$ cat config.mk
export PLATFORM = sky130hd
export DESIGN_NAME = relu_stream_sequencer_flat
export DESIGN_NICKNAME = d
export VERILOG_FILES = /design/src/rtl/relu_stream_sequencer_pkg.sv /design/src/rtl/relu_stream_sequencer_if.sv /design/src/rtl/relu_stream_sequencer_relu.sv /design/src/rtl/relu_stream_sequencer.sv /design/src/flat_wrapper.sv
export SDC_FILE = /design/constraint.sdc
export NUM_CORES = 1
export LEC_CHECK = 0
export CAP_MARGIN = 5
export CORE_ASPECT_RATIO = 1.4
export CORE_MARGIN = 2
export CORE_UTILIZATION = 53
export CTS_BUF_LIST = sky130_fd_sc_hd__clkbuf_2 sky130_fd_sc_hd__clkbuf_4 sky130_fd_sc_hd__clkbuf_8
export CTS_CLUSTER_DIAMETER = 30
export DETAILED_ROUTE_END_ITERATION = 12
export PLACE_DENSITY = 0.93
export SYNTH_ARGS = -nofsm -noshare
export SYNTH_HDL_FRONTEND = slang
export SYNTH_SLANG_ARGS = --single-unit
$ cat constraint.sdc
create_clock -name clk -period 2.39 [get_ports clk]
set_input_delay 0.717 -clock clk [delete_from_list [all_inputs] [get_ports clk]]
set_output_delay 0.717 -clock clk [all_outputs]
set_load 0.01 [all_outputs]
$ cat src/rtl/relu_stream_sequencer_pkg.sv
// dla_act_pkg: shared FSM state encoding and activation constants for the ReLU stream sequencer
package dla_act_pkg;
  localparam int ACC_W = 24;
  localparam int ACT_W = 8;
  localparam int PACK = 4;
  localparam int LEN_W = 16;
  localparam int PACK_W = ACT_W * PACK;
  localparam int ACT_MAX = 127;
  localparam int ACT_MIN = 0;
  typedef enum logic [1:0] {IDLE, RUN, DRAIN, DONE} state_t;
endpackage

$ cat src/rtl/relu_stream_sequencer_if.sv
// relu_stream_sequencer_if: control, accumulator input stream and packed activation output stream
// master: drives start/len, in_valid/in_data and out_ready
// slave: the sequencer; drives busy/done, in_ready and out_valid/out_data/out_keep/out_last
interface relu_stream_sequencer_if #(
  parameter int ACC_W = dla_act_pkg::ACC_W,
  parameter int ACT_W = dla_act_pkg::ACT_W,
  parameter int PACK = dla_act_pkg::PACK,
  parameter int LEN_W = dla_act_pkg::LEN_W
);
  logic start;
  logic [LEN_W-1:0] len;
  logic busy;
  logic done;
  logic in_valid;
  logic in_ready;
  logic [ACC_W-1:0] in_data;
  logic out_valid;
  logic out_ready;
  logic [ACT_W*PACK-1:0] out_data;
  logic [PACK-1:0] out_keep;
  logic out_last;
  modport master (
    output start, len, in_valid, in_data, out_ready,
    input busy, done, in_ready, out_valid, out_data, out_keep, out_last
  );
  modport slave (
    input start, len, in_valid, in_data, out_ready,
    output busy, done, in_ready, out_valid, out_data, out_keep, out_last
  );
endinterface

$ cat src/rtl/relu_stream_sequencer_relu.sv
// ReLU: clamps a signed accumulator value to the activation range [ACT_MIN, ACT_MAX]
// in_data: signed accumulator input; act: clamped activation
module ReLU #(
  parameter int ACC_W = 24,
  parameter int ACT_W = 8
) (
  input  logic [ACC_W-1:0] in_data,
  output logic [ACT_W-1:0] act
);
  import dla_act_pkg::*;
  // the sign bit is tested first, so the magnitude compare only ever sees non-negative values
  always_comb act = in_data[ACC_W-1] ? ACT_W'(ACT_MIN) :
                    (in_data > ACC_W'(ACT_MAX)) ? ACT_W'(ACT_MAX) : in_data[ACT_W-1:0];
endmodule

$ cat src/rtl/relu_stream_sequencer.sv
// relu_stream_sequencer: runs a block of accumulator values through ReLU and packs PACK activations per output word
// clk/rst: rising-edge clock, synchronous active-high reset
// bus.start/len/busy/done: block control; bus.in_*: accumulator stream; bus.out_*: packed activation stream
module relu_stream_sequencer #(
  parameter int ACC_W = 24,
  parameter int ACT_W = 8,
  parameter int PACK = 4,
  parameter int LEN_W = 16
) (
  input logic clk,
  input logic rst,
  relu_stream_sequencer_if.slave bus
);
  import dla_act_pkg::*;
  localparam int LW = $clog2(PACK);
  localparam int PW = ACT_W * PACK;
  state_t state, state_n;
  logic [LW-1:0] lane;
  logic [LEN_W-1:0] remaining;
  logic [PW-1:0] pack_q, word;
  logic [ACT_W-1:0] act;
  logic [PACK-1:0] keep;
  logic busy_q, done_q, last_in, stall, accept, flush, start_ok;
  ReLU #(.ACC_W(ACC_W), .ACT_W(ACT_W)) u_relu (.in_data(bus.in_data), .act(act));
  // the next accepted input closes a word: either the lane is full or it is the block's last element
  assign last_in = lane == LW'(PACK - 1) || remaining == LEN_W'(1);
  assign stall = bus.out_valid && !bus.out_ready && last_in;
  assign bus.in_ready = state == RUN && !stall;
  assign accept = bus.in_valid && bus.in_ready;
  assign flush = accept && last_in;
  // busy_q also covers the done cycle, so a start arriving alongside done is ignored
  assign start_ok = state == IDLE && !busy_q && bus.start;
  assign bus.busy = busy_q;
  assign bus.done = done_q;
  assign keep = {PACK{1'b1}} >> (LW'(PACK - 1) - lane);
  always_comb begin
    word = pack_q;
    word[lane*ACT_W +: ACT_W] = act;
  end
  always_comb begin
    state_n = state;
    case (state)
      IDLE: if (start_ok) state_n = bus.len == '0 ? DONE : RUN;
      RUN: if (accept && remaining == LEN_W'(1)) state_n = DRAIN;
      DRAIN: if (bus.out_valid && bus.out_ready && bus.out_last) state_n = DONE;
      default: state_n = IDLE;
    endcase
  end
  always_ff @(posedge clk) begin
    if (rst) begin
      state <= IDLE;
      lane <= '0;
      remaining <= '0;
      pack_q <= '0;
      busy_q <= 1'b0;
      done_q <= 1'b0;
      bus.out_valid <= 1'b0;
      bus.out_data <= '0;
      bus.out_keep <= '0;
      bus.out_last <= 1'b0;
    end else begin
      state <= state_n;
      // done is registered one cycle behind the DONE state; busy stays high through it
      busy_q <= state_n != IDLE || state == DONE;
      done_q <= state == DONE;
      if (start_ok) remaining <= bus.len;
      else if (accept) remaining <= remaining - 1'b1;
      if (bus.out_valid && bus.out_ready) bus.out_valid <= 1'b0;
      // a flush only happens when the output register is empty or being drained this cycle
      if (flush) begin
        bus.out_valid <= 1'b1;
        bus.out_data <= word;
        bus.out_keep <= keep;
        bus.out_last <= remaining == LEN_W'(1);
        pack_q <= '0;
        lane <= '0;
      end else if (accept) begin
        pack_q <= word;
        lane <= lane + 1'b1;
      end
    end
  end
endmodule

$ cat src/flat_wrapper.sv
// flat-port wrapper written by rule: the top's interface ports become plain ports
module relu_stream_sequencer_flat import dla_act_pkg::*;
#(
  parameter int ACC_W = 24,
  parameter int ACT_W = 8,
  parameter int PACK = 4,
  parameter int LEN_W = 16
)
  (clk, rst, bus_start, bus_len, bus_in_valid, bus_in_data, bus_out_ready, bus_busy, bus_done, bus_in_ready, bus_out_valid, bus_out_data, bus_out_keep, bus_out_last);
  relu_stream_sequencer_if #(.ACC_W(ACC_W), .ACT_W(ACT_W), .PACK(PACK), .LEN_W(LEN_W)) bus_i ();
  input logic clk;
  input logic rst;
  input wire logic [$bits(bus_i.start)-1:0] bus_start;
  input wire logic [$bits(bus_i.len)-1:0] bus_len;
  input wire logic [$bits(bus_i.in_valid)-1:0] bus_in_valid;
  input wire logic [$bits(bus_i.in_data)-1:0] bus_in_data;
  input wire logic [$bits(bus_i.out_ready)-1:0] bus_out_ready;
  output wire logic [$bits(bus_i.busy)-1:0] bus_busy;
  output wire logic [$bits(bus_i.done)-1:0] bus_done;
  output wire logic [$bits(bus_i.in_ready)-1:0] bus_in_ready;
  output wire logic [$bits(bus_i.out_valid)-1:0] bus_out_valid;
  output wire logic [$bits(bus_i.out_data)-1:0] bus_out_data;
  output wire logic [$bits(bus_i.out_keep)-1:0] bus_out_keep;
  output wire logic [$bits(bus_i.out_last)-1:0] bus_out_last;
  assign bus_i.start = bus_start;
  assign bus_i.len = bus_len;
  assign bus_i.in_valid = bus_in_valid;
  assign bus_i.in_data = bus_in_data;
  assign bus_i.out_ready = bus_out_ready;
  assign bus_busy = bus_i.busy;
  assign bus_done = bus_i.done;
  assign bus_in_ready = bus_i.in_ready;
  assign bus_out_valid = bus_i.out_valid;
  assign bus_out_data = bus_i.out_data;
  assign bus_out_keep = bus_i.out_keep;
  assign bus_out_last = bus_i.out_last;
  relu_stream_sequencer #(.ACC_W(ACC_W), .ACT_W(ACT_W), .PACK(PACK), .LEN_W(LEN_W)) u_core (.clk(clk), .rst(rst), .bus(bus_i));
endmodule
==> impl_metrics.env <==
export IMPL_worst_path_class_setup="flip-flop to output pin"
export IMPL_worst_endpoint_arrival_ps=1780
export IMPL_crit_start="u_core.remaining[1]$_SDFFE_PP0P_"
export IMPL_filler_cell_count=522
export IMPL_antenna_found_initial=0
export IMPL_placeableCoreArea_um2=7655
export IMPL_synth_top_area_share_pct=44.88
export IMPL_cts_root_buffer_cell="sky130_fd_sc_hd__clkbuf_8"
export IMPL_rrSetupSlack_ps=140
export IMPL_layout_worst_path_cycle_share_pct=104.4
export IMPL_synth_xor_area_share_pct=0.6402
export IMPL_syn_nets=525
export IMPL_wl_um=12820
export IMPL_vias_per_cell=6.301
export IMPL_route_detailed_drc=0
export IMPL_grt_total_usage_pct=30.41
export IMPL_mappedNetlistArea_um2=4104
export IMPL_hold_class="flip-flop to flip-flop"
export IMPL_setup_repair_after_global_routing_missed_its_margin="true"
export IMPL_cts_reportedPaths_clkPinSlew_ps=80
export IMPL_final_layout_size_suffix_gt1_share_pct=18.64
export IMPL_startpoint_type="flip-flop"
export IMPL_ioPinCount=86
export IMPL_synth_compound_area_share_pct=22.99
export IMPL_die_height_um=108.1
export IMPL_synth_top_family_by_area="compound AO/OA/AOI/OAI gates"
export IMPL_pre_cts_slack_ps=-436.3
export IMPL_post_dp_hpwl_um=8848
export IMPL_reg2regPathDepth=11
export IMPL_timing_rr_start="u_core.remaining[1]$_SDFFE_PP0P_"
export IMPL_areaGrowthSynthToFinish_pct=40.91
export IMPL_synth_distinct_cells=56
export IMPL_synth_main_ff_cell="sky130_fd_sc_hd__dfxtp_1"
export IMPL_hold_ws_ps=471.7
export IMPL_fmax_mhz=400.6
export IMPL_vias_in_the_first_global_route=4337
export IMPL_synth_area_in_simple_gates_pct=22.68
export IMPL_critPathRequiredTime_ps=1670
export IMPL_timing_worst_slew_pin_value_ps=841.3
export IMPL_wire_length_per_cell_after_detailed_routing_um=18.29
export IMPL_cp_depth=8
export IMPL_slew_viol_final=0
export IMPL_fin_tns_setup_ps=-106.1
export IMPL_max_cap_viol_count=0
export IMPL_synth_sequential_area_ratio_pct=44.88
export IMPL_cts_sinks=92
export IMPL_port_buffers=85
export IMPL_slowest_stage="sky130_fd_sc_hd__dfxtp_2"
export IMPL_avgSynthCellArea_um2=8.695
export IMPL_yosys_warnings=0
export IMPL_worstPathMaxFanout=3
export IMPL_gp_congestion=0.8891
export IMPL_fin_worst_skew_ps=10.09
export IMPL_routed_via_count=4417
export IMPL_crit_path_cell_trace="inv_2 > ha_4 > nor4b_4 > buf_4 > and4_4 > o21ai_2 > and3_1 > buf_2"
export IMPL_slew_limit_headroom_pct=43.91
export IMPL_worstSetupEndpointType="output pin"
export IMPL_n_antenna_cell=0
export IMPL_nNetsFinal=650
export IMPL_detail_route_first_pass_iterations=5
export IMPL_max_clock_path_buffers=2
export IMPL_worst_slack_ps=-106.1
export IMPL_clock_tree_htree_level_count=3
export IMPL_grt_first_pass_wirelength_um=20310
export IMPL_detail_route_iter0_violations=254
export IMPL_postSynthCellCount=472
export IMPL_timing_final_setup_violations=1
export IMPL_run_status="finished, violations left"
export IMPL_synth_area_mux_share_pct=0.8232
export IMPL_synth_adder_area_share_pct=2.439
export IMPL_antenna_violating_nets_post_route=0
export IMPL_numCtsBuffers=9
export IMPL_ys_seq_elements=92
export IMPL_regToRegEndpoint="u_core.pack_q[19]$_SDFFE_PP0N_"
export IMPL_clock_insertion_delay_worst_skew_ps=370
export IMPL_gr_total_overflow=0
export IMPL_cp_top_family="simple AND/OR/NAND/NOR gates"
export IMPL_utilization_pct=75.55
export IMPL_yosys_area_top_type="sky130_fd_sc_hd__dfxtp_1"
export IMPL_power_density_nw_per_um2=603.8
export IMPL_synth_area_top_cells="sky130_fd_sc_hd__dfxtp_1 45%, sky130_fd_sc_hd__nor2_1 7.0%, sky130_fd_sc_hd__a32oi_1 6.4%"
export IMPL_cts_hold_buffers=0
export IMPL_synth_edff_count=0
export IMPL_critical_path_buf_inv_count=3
export IMPL_num_rows=38
export IMPL_crit_end="bus_in_ready"
export IMPL_die_width_um=78.37
export IMPL_grt_max_degree=33
export IMPL_cp_max_stage_delay_ps=340
export IMPL_synth_async_sr_flop_share_pct=0
export IMPL_initial_utilization_pct=53.61
export IMPL_layout_commonest_cell="sky130_fd_sc_hd__dfxtp_1"
export IMPL_peak_supply_drop_v=0.0004392
export IMPL_tritoncts="built"
export IMPL_die_area_um2=8473
export IMPL_failed_checks="setup timing"
export IMPL_cellLeakagePower_nw=2.155
export IMPL_report_final_hold_viol_count=0
export IMPL_final_period_demand_of_the_worst_path_ps=2496
export IMPL_mostFrequentLayoutCells="90 x sky130_fd_sc_hd__dfxtp_1, 83 x sky130_fd_sc_hd__clkdlybuf4s50_1, 76 x sky130_fd_sc_hd__nor2_1"
sequential cells by signal, summed over array words and instances, names as in the netlist:
name                  count
u_core.state              2
u_core.pack_q            32
u_core.bus.done           1
u_core.lane               2
u_core.bus.out_data      32
u_core.bus.out_valid      1
u_core.bus.out_keep       4
u_core.bus.busy           1
u_core.remaining         16
u_core.bus.out_last       1
cell type report:
| type | instances | area [um^2] | share of cell area [%] |
|---|---|---|---|
| clock buffers | 11 | 151.4 | 2.618 |
| multi-input cells | 327 | 2138 | 36.98 |
| well taps | 100 | 125.1 | 2.164 |
| clock inverters | 4 | 72.57 | 1.255 |
| repair buffers | 148 | 1380 | 23.86 |
| inverters | 19 | 71.32 | 1.233 |
| flip-flops and latches | 92 | 1844 | 31.89 |
metrics by stage:
stage | std cells | total power [mW] | cell area (um^2)
2_1_floorplan | 472 | 2.004 | 4104
3_3_place_gp | 683 | 2.283 | 5444
3_5_place_dp | 683 | 2.308 | 5444
4_1_cts | 700 | 3.474 | 5722
5_1_grt | 701 | 3.619 | 5783
6_report | 701 | 3.492 | 5783
Yosys cell counts, drive strengths merged, types with 2 or more instances:
library cell,n
a211oi,4
a21oi,21
a221oi,28
a2bb2oi,2
a31o,2
a31oi,11
a32oi,30
and3,5
and4,2
buf,14
clkbuf,20
clkinv,2
dfxtp,92
ha,8
inv,17
mux2,3
nand2,27
nand3,10
nand4,2
nand4b,2
nor2,76
nor3,36
nor4,12
nor4b,3
o211ai,7
o21a,2
o21ai,5
or3,6
or4,3
xnor2,2
where the power goes:
part	switching, mW	leakage [nW]	internal [mW]
logic	0.369	1.30	0.323
clock network	0.536	0.111	0.638
registers	0.0443	0.745	1.58
worst min-delay path by stage:
stage	from	end	slack, ps	cells past startpoint
after floorplan	u_core.pack_q[15]$_SDFFE_PP0N_	u_core.bus.out_data[15]$_SDFFE_PP0P_	440	2
after global placement	u_core.bus.out_data[15]$_SDFFE_PP0P_	u_core.bus.out_data[15]$_SDFFE_PP0P_	440	2
after detailed placement	u_core.pack_q[7]$_SDFFE_PP0N_	u_core.bus.out_data[7]$_SDFFE_PP0P_	460	2
after CTS	u_core.pack_q[7]$_SDFFE_PP0N_	u_core.bus.out_data[7]$_SDFFE_PP0P_	480	2
after global routing	u_core.bus.out_data[23]$_SDFFE_PP0P_	u_core.bus.out_data[23]$_SDFFE_PP0P_	500	2
final	u_core.bus.out_data[15]$_SDFFE_PP0P_	u_core.bus.out_data[15]$_SDFFE_PP0P_	470	2
worst reg2reg max path, delay by kind of cell (launching register included):
kind / cells / cell delay (ps)
AOI/OAI and AO/OA: 2 / 450
adders and majority gates: 1 / 140
buffers and inverters: 5 / 740
DFF: 1 / 350
and+or+nand+nor: 3 / 480
per-layer routing:
| metal | GRT usage [%] | vias to the layer above | wire length (um) |
|---|---|---|---|
| met4 | 17.42 | 0 | 554 |
| met2 | 55.60 | 247 | 6797 |
| li1 | - | 2029 | - |
| met5 | 0 | - | 0 |
| met1 | 31.96 | 2083 | 4583 |
| met3 | 6.511 | 58 | 885 |
cell families (layout without fill, tap and decap cells):
| family | Yosys count | after routing |
|---|---|---|
| muxes | 3 | 3 |
| AOI/OAI and AO/OA | 123 | 123 |
| DFF | 92 | 92 |
| xor gates and xnor gates | 3 | 3 |
| adders and majority gates | 8 | 8 |
| buffers and inverters | 53 | 182 |
| and+or+nand+nor | 190 | 190 |
repair_timing:
action	in CTS	in global routing
buffers inserted	2	1
pin swaps	1	1
resized for setup	16	11
endpoints found under the setup margin	7	30
(Power assumes the default switching activity.)
